==> src/rtl/float_to_pcm_if.sv <==
// float_to_pcm_if: float sample input and PCM result output bundle.
interface float_to_pcm_if #(
    parameter int OUT_W = 32
);
    logic [31:0]      float_val;
    logic             sample_ready;
    logic [OUT_W-1:0] output_sample;
    logic             output_ready;
    logic             sat_flag;
    logic             nan_flag;

    modport master (
        output float_val, sample_ready,
        input  output_sample, output_ready, sat_flag, nan_flag
    );

    modport slave (
        input  float_val, sample_ready,
        output output_sample, output_ready, sat_flag, nan_flag
    );
endinterface

==> src/rtl/float_to_pcm.sv <==
// float_to_pcm: 3-stage IEEE-754 single -> signed PCM converter.
// Stage 1 captures and classifies, stage 2 aligns the mantissa to an
// integer magnitude plus round bit, stage 3 rounds, clamps and signs.
module float_to_pcm #(
    parameter int OUT_W = 32,
    parameter int ROUND = 1
) (
    input  logic          clk_clk,
    input  logic          reset_reset_n,
    float_to_pcm_if.slave bus
);
    localparam int MW = OUT_W + 1;
    // Shift window keeps {mant,guard} intact and leaves at least one bit
    // above the magnitude for overflow detection.
    localparam int XW = (OUT_W + 3 > 25) ? OUT_W + 3 : 25;
    localparam logic signed [8:0] E_TOP   = 9'(OUT_W - 1);
    localparam logic [MW-1:0]     POS_LIM = {2'b00, {(OUT_W-1){1'b1}}};
    localparam logic [MW-1:0]     NEG_LIM = {2'b01, {(OUT_W-1){1'b0}}};
    localparam logic [OUT_W-1:0]  OUT_MAX = {1'b0, {(OUT_W-1){1'b1}}};
    localparam logic [OUT_W-1:0]  OUT_MIN = {1'b1, {(OUT_W-1){1'b0}}};

    logic [7:0]  in_exp;
    logic [22:0] in_frac;

    logic        s1_valid, s1_sign, s1_zero, s1_inf, s1_nan;
    logic [7:0]  s1_exp;
    logic [23:0] s1_mant;

    logic signed [8:0] e;
    logic [4:0]        shl_amt, shr_amt;
    logic [XW-1:0]     ext, shifted;
    logic              ovf;
    logic [MW-1:0]     mag_n;
    logic              rnd_n, sat_n, nan_n;

    logic          s2_valid, s2_sign, s2_rnd, s2_sat, s2_nan;
    logic [MW-1:0] s2_mag;

    logic             rnd_add;
    logic [MW-1:0]    mag_rnd;
    logic [OUT_W-1:0] sample_n;
    logic             sat_o, nan_o;

    assign in_exp  = bus.float_val[30:23];
    assign in_frac = bus.float_val[22:0];

    // Stage 1: capture the fields and classify zero/denormal, Inf and NaN.
    always_ff @(posedge clk_clk or negedge reset_reset_n) begin
        if (!reset_reset_n) begin
            s1_valid <= 1'b0;
            s1_sign  <= 1'b0;
            s1_exp   <= 8'd0;
            s1_mant  <= 24'd0;
            s1_zero  <= 1'b0;
            s1_inf   <= 1'b0;
            s1_nan   <= 1'b0;
        end else begin
            s1_valid <= bus.sample_ready;
            if (bus.sample_ready) begin
                s1_sign <= bus.float_val[31];
                s1_exp  <= in_exp;
                s1_mant <= {(in_exp != 8'd0), in_frac};
                s1_zero <= (in_exp == 8'd0);
                s1_inf  <= (in_exp == 8'hFF) && (in_frac == 23'd0);
                s1_nan  <= (in_exp == 8'hFF) && (in_frac != 23'd0);
            end
        end
    end

    // Stage 2 logic: unbias the exponent and shift the mantissa into place.
    // The guard bit below the mantissa becomes the round bit on right shifts.
    always_comb begin
        e       = $signed({1'b0, s1_exp}) - 9'sd127;
        shl_amt = e[4:0] - 5'd23;
        shr_amt = 5'd23 - e[4:0];
        ext     = XW'({s1_mant, 1'b0});
        shifted = (e >= 9'sd23) ? (ext << shl_amt) : (ext >> shr_amt);
        ovf     = |shifted[XW-1:MW+1];
        mag_n   = shifted[MW:1];
        rnd_n   = (e < 9'sd23) && shifted[0];
        sat_n   = 1'b0;
        nan_n   = 1'b0;
        if (s1_nan) begin
            mag_n = '0;
            rnd_n = 1'b0;
            nan_n = 1'b1;
        end else if (s1_inf) begin
            mag_n = '1;
            rnd_n = 1'b0;
            sat_n = 1'b1;
        end else if (s1_zero || (e < -9'sd1)) begin
            mag_n = '0;
            rnd_n = 1'b0;
        end else if ((e > E_TOP) || ovf) begin
            mag_n = '1;
            rnd_n = 1'b0;
            sat_n = 1'b1;
        end else if (e == E_TOP) begin
            // Only -2^(OUT_W-1) exactly is representable at this exponent.
            sat_n = !(s1_sign && (s1_mant[22:0] == 23'd0));
        end
    end

    // Stage 2 register: aligned magnitude, round bit and classification.
    always_ff @(posedge clk_clk or negedge reset_reset_n) begin
        if (!reset_reset_n) begin
            s2_valid <= 1'b0;
            s2_sign  <= 1'b0;
            s2_mag   <= '0;
            s2_rnd   <= 1'b0;
            s2_sat   <= 1'b0;
            s2_nan   <= 1'b0;
        end else begin
            s2_valid <= s1_valid;
            if (s1_valid) begin
                s2_sign <= s1_sign;
                s2_mag  <= mag_n;
                s2_rnd  <= rnd_n;
                s2_sat  <= sat_n;
                s2_nan  <= nan_n;
            end
        end
    end

    // Stage 3 logic: round half away from zero on the magnitude, clamp, sign.
    always_comb begin
        rnd_add  = (ROUND != 0) && s2_rnd;
        mag_rnd  = s2_mag + MW'(rnd_add);
        sample_n = '0;
        sat_o    = 1'b0;
        nan_o    = 1'b0;
        if (s2_nan) begin
            nan_o = 1'b1;
        end else if (s2_sat) begin
            sample_n = s2_sign ? OUT_MIN : OUT_MAX;
            sat_o    = 1'b1;
        end else if (!s2_sign && (mag_rnd > POS_LIM)) begin
            sample_n = OUT_MAX;
            sat_o    = 1'b1;
        end else if (s2_sign && (mag_rnd > NEG_LIM)) begin
            sample_n = OUT_MIN;
            sat_o    = 1'b1;
        end else if (s2_sign) begin
            sample_n = OUT_W'(0) - mag_rnd[OUT_W-1:0];
        end else begin
            sample_n = mag_rnd[OUT_W-1:0];
        end
    end

    // Stage 3 register: publish the result and pulse output_ready.
    always_ff @(posedge clk_clk or negedge reset_reset_n) begin
        if (!reset_reset_n) begin
            bus.output_sample <= '0;
            bus.output_ready  <= 1'b0;
            bus.sat_flag      <= 1'b0;
            bus.nan_flag      <= 1'b0;
        end else begin
            bus.output_ready <= s2_valid;
            if (s2_valid) begin
                bus.output_sample <= sample_n;
                bus.sat_flag      <= sat_o;
                bus.nan_flag      <= nan_o;
            end
        end
    end
endmodule

==> src/flat_wrapper.sv <==
// flat-port wrapper written by rule: the top's interface ports become plain ports
module float_to_pcm_flat 
#(
    parameter int OUT_W = 32,
    parameter int ROUND = 1
)
  (clk_clk, reset_reset_n, bus_float_val, bus_sample_ready, bus_output_sample, bus_output_ready, bus_sat_flag, bus_nan_flag);
  float_to_pcm_if #(.OUT_W(OUT_W)) bus_i ();
  input  logic clk_clk;
  input  logic reset_reset_n;
  input wire logic [$bits(bus_i.float_val)-1:0] bus_float_val;
  input wire logic [$bits(bus_i.sample_ready)-1:0] bus_sample_ready;
  output wire logic [$bits(bus_i.output_sample)-1:0] bus_output_sample;
  output wire logic [$bits(bus_i.output_ready)-1:0] bus_output_ready;
  output wire logic [$bits(bus_i.sat_flag)-1:0] bus_sat_flag;
  output wire logic [$bits(bus_i.nan_flag)-1:0] bus_nan_flag;
  assign bus_i.float_val = bus_float_val;
  assign bus_i.sample_ready = bus_sample_ready;
  assign bus_output_sample = bus_i.output_sample;
  assign bus_output_ready = bus_i.output_ready;
  assign bus_sat_flag = bus_i.sat_flag;
  assign bus_nan_flag = bus_i.nan_flag;
  float_to_pcm #(.OUT_W(OUT_W), .ROUND(ROUND)) u_core (.clk_clk(clk_clk), .reset_reset_n(reset_reset_n), .bus(bus_i));
endmodule
==> config.mk <==
export PLATFORM = sky130hd
export DESIGN_NAME = float_to_pcm_flat
export DESIGN_NICKNAME = d
export VERILOG_FILES = /design/src/rtl/float_to_pcm_if.sv /design/src/rtl/float_to_pcm.sv /design/src/flat_wrapper.sv
export SDC_FILE = /design/constraint.sdc
export NUM_CORES = 1
export LEC_CHECK = 0
export ABC_AREA = 1
export BUFFER_PORTS_ARGS = -buffer_cell sky130_fd_sc_hd__buf_4
export CORE_UTILIZATION = 67
export DETAILED_ROUTE_END_ITERATION = 8
export PLACE_DENSITY = 0.86
export SYNTH_ARGS = -nofsm -noshare
export SYNTH_HDL_FRONTEND = slang
export SYNTH_SLANG_ARGS = --single-unit
==> constraint.sdc <==
create_clock -name clk_clk -period 8.8 [get_ports clk_clk]
set_clock_uncertainty 0.2 [all_clocks]
set_input_delay 1.32 -clock clk_clk [delete_from_list [all_inputs] [get_ports clk_clk]]
set_output_delay 1.32 -clock clk_clk [all_outputs]
set_load 0.05 [all_outputs]
; Word-level counts from Yosys, hierarchy flattened
; Index checks and enable logic that the tools add are counted.
[totals]
memories = 0
mem_bits_rw = 0
latchBits = 0
input_bits = 35
regBits = 110
elab_cells = 73
rom_bits = 0
out_inout_bits = 35
[op_classes]
div_mod_pow = 0
eq_ne = 2
n_lt_le_gt_ge = 6
multipliers = 0
muxes = 26
bitwise_logic = 0
shifts = 2
addsub = 5
reduce_logical = 15
[ops]
columns = operator, count
row1 = $mux 32, 6
row2 = $mux 33, 4
row3 = $logic_not 23->1, 2
row4 = $mux 35, 1
row5 = $shl 25x5->35, 1
row6 = $shr 25x5->35, 1
row7 = $add 33x1->33, 1
row8 = $gt 33x31->1 const B, 1
row9 = $gt 33x32->1 const B, 1
row10 = $sub 1x32->32 const A, 1
row11 = $reduce_bool 23->1, 1
row12 = $mux 1, 15
row13 = $eq 9x6->1 const B, 1
row14 = $ge 9x6->1 const B, 1
row15 = $gt 9x6->1 const B, 1
row16 = $lt 9x1->1 const B, 1
row17 = $lt 9x6->1 const B, 1
row18 = $sub 8x7->9 const B, 1
row19 = $eq 8x8->1 const B, 1
row20 = $logic_not 8->1, 1
row21 = $reduce_bool 8->1, 1
row22 = $logic_and 1x1->1, 6
row23 = $sub 5x5->5 const A, 1
row24 = $sub 5x5->5 const B, 1
row25 = other kinds (2), 4

; Longest topological paths before layout
; Gate-level depths: netlist of run 1.
[depth]
ltp_word = 9
depth_mapped = 25
depth_no_buf = 21

; Worst setup path after synthesis of run 1
; Ideal clock, no wire load.
[synth_path]
path_type = reg2reg
start = register u_core.s1_exp[0]
end = register u_core.s2_mag[29]
stages_incl_launch_ff = 19
required_time_ns = 8.483
setup_time_ns = 0.117
period_less_slack_ns = 3.172
path_buffers = 5
arrival_ns = 2.855
path_slack_ns = 5.628
path_cell_list = dfrtp_1 > buf_2 > inv_1 > clkbuf_1 > ha_1 > buf_2 > nor2_1 > inv_1 > nor2_2 > xor2_1 > buf_2 > buf_2 > o211ai_1 > o21ai_0 > nor2_1 > o21ai_0 > nand2_1 > nand2_1 > nand2_1
[synth_via]
elab_chain_cells = 9
word_cells_on_any_way = 15
classes_between = 3 x add/sub / 3 x order compare / 2 x shift / 5 x mux / 2 x reduce/logical
[synth_rtl]
columns = element, line
row1 = "start, declared", float_to_pcm.sv:26  ; logic [7:0] s1_exp;
row2 = "start signal, assigned", float_to_pcm.sv:61  ; s1_exp <= in_exp;
row3 = $sub 8x7->9 (*), float_to_pcm.sv:73  ; e = $signed({1'b0, s1_exp}) - 9'sd127;
row4 = "$sub 5x5->5, on equally long branches", "float_to_pcm.sv:75, float_to_pcm.sv:74"
row5 = $shr 25x5->35 or $shl 25x5->35 (tied branches), float_to_pcm.sv:77  ; shifted = (e >= 9'sd23) ? (ext << shl_amt) : (ext >> shr_amt);
row6 = $mux 35, float_to_pcm.sv:77
row7 = $logic_or 1x1->1, float_to_pcm.sv:94  ; end else if ((e > E_TOP) || ovf) begin
row8 = $mux 33, float_to_pcm.sv:94
row9 = $mux 33 (*), float_to_pcm.sv:91  ; end else if (s1_zero || (e < -9'sd1)) begin
row10 = $mux 33 (*), float_to_pcm.sv:87  ; end else if (s1_inf) begin
row11 = $mux 33 (*), float_to_pcm.sv:83  ; if (s1_nan) begin
row12 = "end signal, assigned", float_to_pcm.sv:117  ; s2_mag <= mag_n;
row13 = "end, declared", float_to_pcm.sv:37  ; logic [MW-1:0] s2_mag;
; Every way passes the cells marked *; elsewhere a longest branch is shown, timed or not.
; A chain may end at the register's enable or synchronous reset.

; Final worst setup path of run 1
[layout_path]
start = register u_core.s1_exp[0]
end = register u_core.s2_mag[22]
; The elaborated chain is that of the path after synthesis.

==> results of run 1 <==
==> layer usage <==
metal,vias up,GRT usage [%],share of wire (%)
met5,-,0,0
met4,0,28.5,7.4
met3,183,4.45,6.1
met2,564,67.8,47
met1,5208,47.7,39
li1,5712,-,-
==> cells in the mapped netlist, drive strengths merged <==
cell type and n:
mux2i 2, or4 1, a22o 1, xor2 10
buf 41, o31a 1, nor4 11, clkinv 3
o31ai 1, o22ai 2, clkbuf 49, nand2 861
nor2 160, nand3 116, xnor2 2, o21bai 2
nand3b 2, and2 1, ha 9, or2 7
dfrtp 110, a21oi 24, o21a 4, nor3 12
o311ai 1, nand4 17, o211ai 23, o21ai 195
inv 133
==> area by class of cell <==
cell class / instances / area (µm²)
Clock inverter: 7 / 91.3
Fill cell: 1252 / 3730
Sequential cell: 110 / 2750
Inverter: 136 / 513
Timing Repair Buffer: 80 / 601
Tap cell: 184 / 230
Multi-Input combinational cell: 1465 / 6500
Clock buffer: 9 / 225
==> flip-flops by register name, indices dropped and copies added, names as in the netlist <==
register                  flops
u_core.s1_sign                1
u_core.s1_mant               24
u_core.s1_zero                1
u_core.s2_sat                 1
u_core.s1_exp                 8
u_core.s2_mag                33
u_core.s2_nan                 1
u_core.bus.sat_flag           1
u_core.s2_valid               1
u_core.s1_valid               1
u_core.bus.output_sample     32
u_core.rnd_add                1
u_core.s1_inf                 1
u_core.bus.nan_flag           1
u_core.s1_nan                 1
u_core.s2_sign                1
u_core.bus.output_ready       1
==> critical path, stage by stage, from the launching register on <==
cell,delay (ns)
dfrtp_1,0.37
buf_4,0.43
inv_1,0.32
ha_1,0.84
clkinv_1,0.77
o21ai_0,0.57
o21ai_0,0.16
or2_2,0.33
nand2_1,0.06
nand2_1,0.06
nand2_1,0.05
o21ai_1,0.08
nand2_1,0.07
nand2_1,0.05
nand2_1,0.06
nand2_1,0.07
nand2_1,0.06
==> path summary, 6_finish.rpt <==
| path | from | end | slack (ns) | cells after the start |
|---|---|---|---|---|
| worst min-delay path | u_core.s2_valid | u_core.bus.output_ready | 0.22 | 0 |
| max in group asynchronous | reset_reset_n | u_core.s2_mag[0] | 6.40 | 2 |
| worst min register to register | u_core.s2_valid | u_core.bus.output_ready | 0.22 | 0 |
| worst max register to register | u_core.s1_exp[0] | u_core.s2_mag[22] | 4.16 | 16 |
| min in group asynchronous | reset_reset_n | u_core.s2_mag[24] | 0.68 | 1 |
| worst max-delay path | u_core.s1_exp[0] | u_core.s2_mag[22] | 4.16 | 16 |
==> through the flow <==
stage	setup WS [ns]	area (µm²)	total power, W	util (%)	std cells
after floorplan	5.63	10200	0.00157	-	1801
after global placement	4.42	10600	0.00185	72.3	1975
after detailed placement	4.30	10600	0.00187	72.3	1975
after CTS	4.29	10900	0.00230	74.5	1991
after global routing	3.69	10900	0.00250	74.5	1991
final	4.16	10900	0.00234	74.5	1991
==> power groups by stage <==
stage | combinational (W) | sequential [W] | clock (W)
after floorplan | 0.000763 | 0.000807 | 0
after global placement | 0.00116 | 0.000687 | 0
after detailed placement | 0.00118 | 0.000690 | 0
after CTS | 0.00119 | 0.000681 | 0.000429
after global routing | 0.00135 | 0.000693 | 0.000451
final | 0.00122 | 0.000685 | 0.000431
==> kinds of logic after synthesis <==
| group | synth area share [%] |
|---|---|
| buf+inv | 9.30 |
| simple gates | 47.7 |
| fa+ha+maj | 1.11 |
| xor+xnor | 1.11 |
| mux | 0.197 |
| compound gates | 13.5 |
| flops | 27.1 |
==> placed cells by master, fill, tap and decap left out, types with 12 or more instances in the layout <==
cell	n
nor3_1	12
dfrtp_1	110
nand4_1	16
buf_4	80
nor2_1	139
o21ai_0	183
nand2_1	851
inv_1	122
nor2_2	16
o211ai_1	23
a21oi_1	23
nand3_1	112
==> metrics.txt, run 1 <==
CTS Sinks=110; clock share of power=a little under a fifth; Post-CTS Setup Repair Bufs=0; final hold vios=0; vias in the first global route=10800; Worst slew margin=31.9%; Num CTS Buffers=9; Seq/Total Area, Yosys=27.1%; setup TNS=0 ns; crit path DAT=4.74 ns; CTS tree=yes; Post-Syn Area=about 10000 µm²; dpl hpwl=~23 mm; synthesis-to-layout area growth=7.30%; aggregate global-route resource usage=40.0%; cell taking the most area after synthesis=nand2_1; failing checks=design-rule violations; clock buffer depth=2; Sw Share=50.5%; fin. max-slew vios=0; Chip Width=125 µm; Comb power frac=52.2%; number of antenna violations at the first check in global routing=0; Pwr Density=about 210 nW/µm²; Crit path required time=8.90 ns; ant diodes=0; share of cells above drive strength 1=~8.6%; die area=15700 µm²; clk slew on worst S/H paths=0.09 ns; Peak VDD IR=0.123 mV; Gate Count Post-Synth=1801; clk_lat worst skew=0.36 ns; Hold WC Path Type=reg2reg; Routed WL=31.0 mm; CP max FO=64; Cell Rows=44; Yosys top cell area share=31.4%; Syn Nets=1845; Final period util=52.8%; GR Overflow Total=0; RSZ-0062 raised after global routing=no; CP Class=reg2reg; first-pass GRT wire length=50.6 mm; Internal Power=roughly 0.0012 W; vias=11700; Final ANT Viol Nets=0; Root Driver=clkbuf_16; sequential share of power=29.3%; Die Height=125 µm; core area=approximately 15000 µm²; Yosys cell types=44; yosys warns=0; Starting Density=between 60% and 70%; Initial DRC Count=about 1300; status=complete, but fails checks; Seq cells post-synth=110; CP Capture Type=flop; I/O Pins=70; Buffers on Ports=69; Routed wire per std cell=roughly 16 µm; post-DR vias/cell=5.86; cts hold-fix bufs=0; maxcap violations=0; Startpoint Class=flop; nets@finish=approximately 1800; Avg Synthesized Cell Area=5.65 µm²; H-tree depth=3; Worst Tran Pin Value=1.02 ns; largest net degree at the start of global routing=between 80 and 90; Synth area leaders=nand2_1, dfrtp_1, o21ai_0; GP Congestion=0.995; Hold WS=0.217 ns; Sw Pwr=about 0.0012 W; # DRC=3; Fmax=around 220 MHz; DR pass1 iterations=9; crit path time final=4.64 ns; leakage power=5.80 nW; cts repair resizes=0; final setup fails=0
No activity file was read; power rests on OpenSTA's default activity.
==> run 2, diff against run 1 <==
Settings changed: CORE_UTILIZATION 67 to 57, PLACE_DENSITY 0.86 to 0.78.
Clock period 8.8 ns to 3.8 ns, I/O delays scaled along.
==> run 2 against run 1 <==
Against the previous run: the flow now finishes without violations; critical endpoint is now u_core.bus.output_sample[31]; sequential share of layout area down 0.35 points; clock-buffer cell count unchanged; first-iteration DRC count down 24%; combinational power up 140%; wire length up 2.9%; non-clock buffer count up 13; utilization down 11 points; setup slack worse by 3.8 ns.
==> metrics.txt, run 2 (synthesis gave the netlist of run 1 again) <==
Pwr Density=491 nW/µm²; DP Worst Slack=a little over 0.4 ns; Routed wire per std cell=between 15 and 20 µm; RSZ-0062 raised after global routing=no; aggregate global-route resource usage=between 30% and 40%; PnR worst setup slack=0.348 ns; CTS tree=yes; GR Overflow Total=0; I/O Pins=70; Routed WL=31.9 mm; maxcap violations=0; clk slew on worst S/H paths=around 0.080 ns; Post-CTS Setup Repair Bufs=0; GP Congestion=0.964; setup TNS=0 ns; Initial DRC Count=977; largest net degree at the start of global routing=91; Fmax=290 MHz; Die Height=136 µm; multi-input logic area=6500 µm²; final std cells w/o fill=2045; nets@finish=1859; Starting Density=between 50% and 60%; CTS Sinks=110; clk_lat worst skew=0.37 ns; top flop regs=u_core.s2_mag: 33 flops, u_core.bus.output_sample: 32 flops, u_core.s1_mant: 24 flops; DR pass1 iterations=6; number of antenna violations at the first check in global routing=0; fin. max-slew vios=0; Num CTS Buffers=9; Chip Width=136 µm; first-pass GRT wire length=50.8 mm; Hold WC Path Type=in2reg; Peak VDD IR=between 0.4 and 0.5 mV; Startpoint Class=flop; vias=approximately 11000; Final period util=between 90% and 100%; Storage cell area=2750 µm²; CP max FO=33; final setup fails=0; ant diodes=0; die area=18400 µm²; dpl cells=2028; vias in the first global route=between 10000 and 15000; commonest non-fill, non-tap cell in the layout=nand2_1; Root Driver=clkbuf_16; dpl hpwl=24.5 mm; Worst slew margin=32.0%; final hold vios=0; share of cells above drive strength 1=9.23%; most frequent cells in the layout=nand2_1, o21ai_0, nor2_1; fillers=about 1800; H-tree depth=3; synthesis-to-layout area growth=8.82%; post-DR vias/cell=about 5.6; Biggest register=u_core.s2_mag; Largest register FFs=33; CP Capture Type=flop; clock buffer depth=2; core area=around 17000 µm²; status=finished clean; Buffers on Ports=69; crit path time final=~3.5 ns; Crit path required time=3.86 ns; Final ANT Viol Nets=0; leakage power=5.86 nW; # DRC=0; crit path DAT=3.52 ns; Cell Rows=between 40 and 50; CP Class=reg2reg; Worst Tran Pin Value=1.02 ns
-- run 2: worst paths after layout --
path | end | slack [ns] | cells past startpoint | from
worst max register to register | u_core.bus.output_sample[31] | 0.35 | 17 | u_core.s2_mag[0]
min in group asynchronous | u_core.s2_mag[18] | 0.45 | 2 | reset_reset_n
max in group asynchronous | u_core.bus.output_sample[2] | 2.14 | 3 | reset_reset_n
worst max-delay path | u_core.bus.output_sample[31] | 0.35 | 17 | u_core.s2_mag[0]
worst min-delay path | u_core.s1_mant[19] | 0.20 | 3 | bus_float_val[19]
worst min register to register | u_core.bus.output_ready | 0.22 | 0 | u_core.s2_valid
-- run 2: stage by stage --
step / area, µm² / hold WS [ns] / power (W) / utilization [%]
final: 11100 / 0.204 / 0.00543 / 63.8
after global placement: 10700 / 0.199 / 0.00438 / 61.9
after floorplan: 10200 / 0.0744 / 0.00364 / -
after global routing: 11100 / 0.204 / 0.00583 / 63.8
after detailed placement: 10700 / 0.196 / 0.00441 / 61.9
after CTS: 11100 / 0.205 / 0.00539 / 63.7
-- run 2: cell type report --
| class | instances | area share (%) |
|---|---|---|
| Clock buffer | 9 | 2.04 |
| Clock inverter | 7 | 0.701 |
| Inverter | 136 | 4.64 |
| Multi-Input combinational cell | 1465 | 58.8 |
| Sequential cell | 110 | 24.9 |
| Tap cell | 225 | 2.54 |
| Timing Repair Buffer | 93 | 6.45 |
-- run 2: repair_timing --
| action | in CTS | in global routing |
|---|---|---|
| setup endpoints to repair | 0 | 4 |
| hold endpoints to repair | 20 | 0 |
| hold buffers | 1 | 0 |
| resized for setup | 0 | 1 |
-- run 2: critical path, stage by stage, from the launching register on --
cell and delay [ns]:
dfrtp_1 0.38, ha_1 0.16, ha_1 0.22, nand2_1 0.10
nor2_2 0.20, nand3_1 0.21, o21ai_1 0.41, nand2_1 0.18
nor2_4 0.16, nand3_2 0.11, nor2_2 0.16, nand2_2 0.08
nand2_4 0.29, nand3_1 0.21, nand2_1 0.12, nand2_1 0.08
nand2_1 0.06, nand2_1 0.04
-- run 2: power breakdown --
part	switching, W	total (W)	leakage, nW	internal (W)
sequential	0.000207	0.00157	1.38	0.00137
combinational	0.00201	0.00287	4.34	0.000855
clock	0.000523	0.000992	0.149	0.000469
-- run 2: metal layers --
| metal | vias up | global-route usage [%] | wire length [µm] |
|---|---|---|---|
| li1 | 5723 | - | - |
| met1 | 5254 | 41.4 | 13000 |
| met2 | 366 | 61.7 | 15900 |
| met3 | 91 | 4.94 | 1530 |
| met4 | 0 | 18.5 | 1550 |
| met5 | - | 0 | 0 |
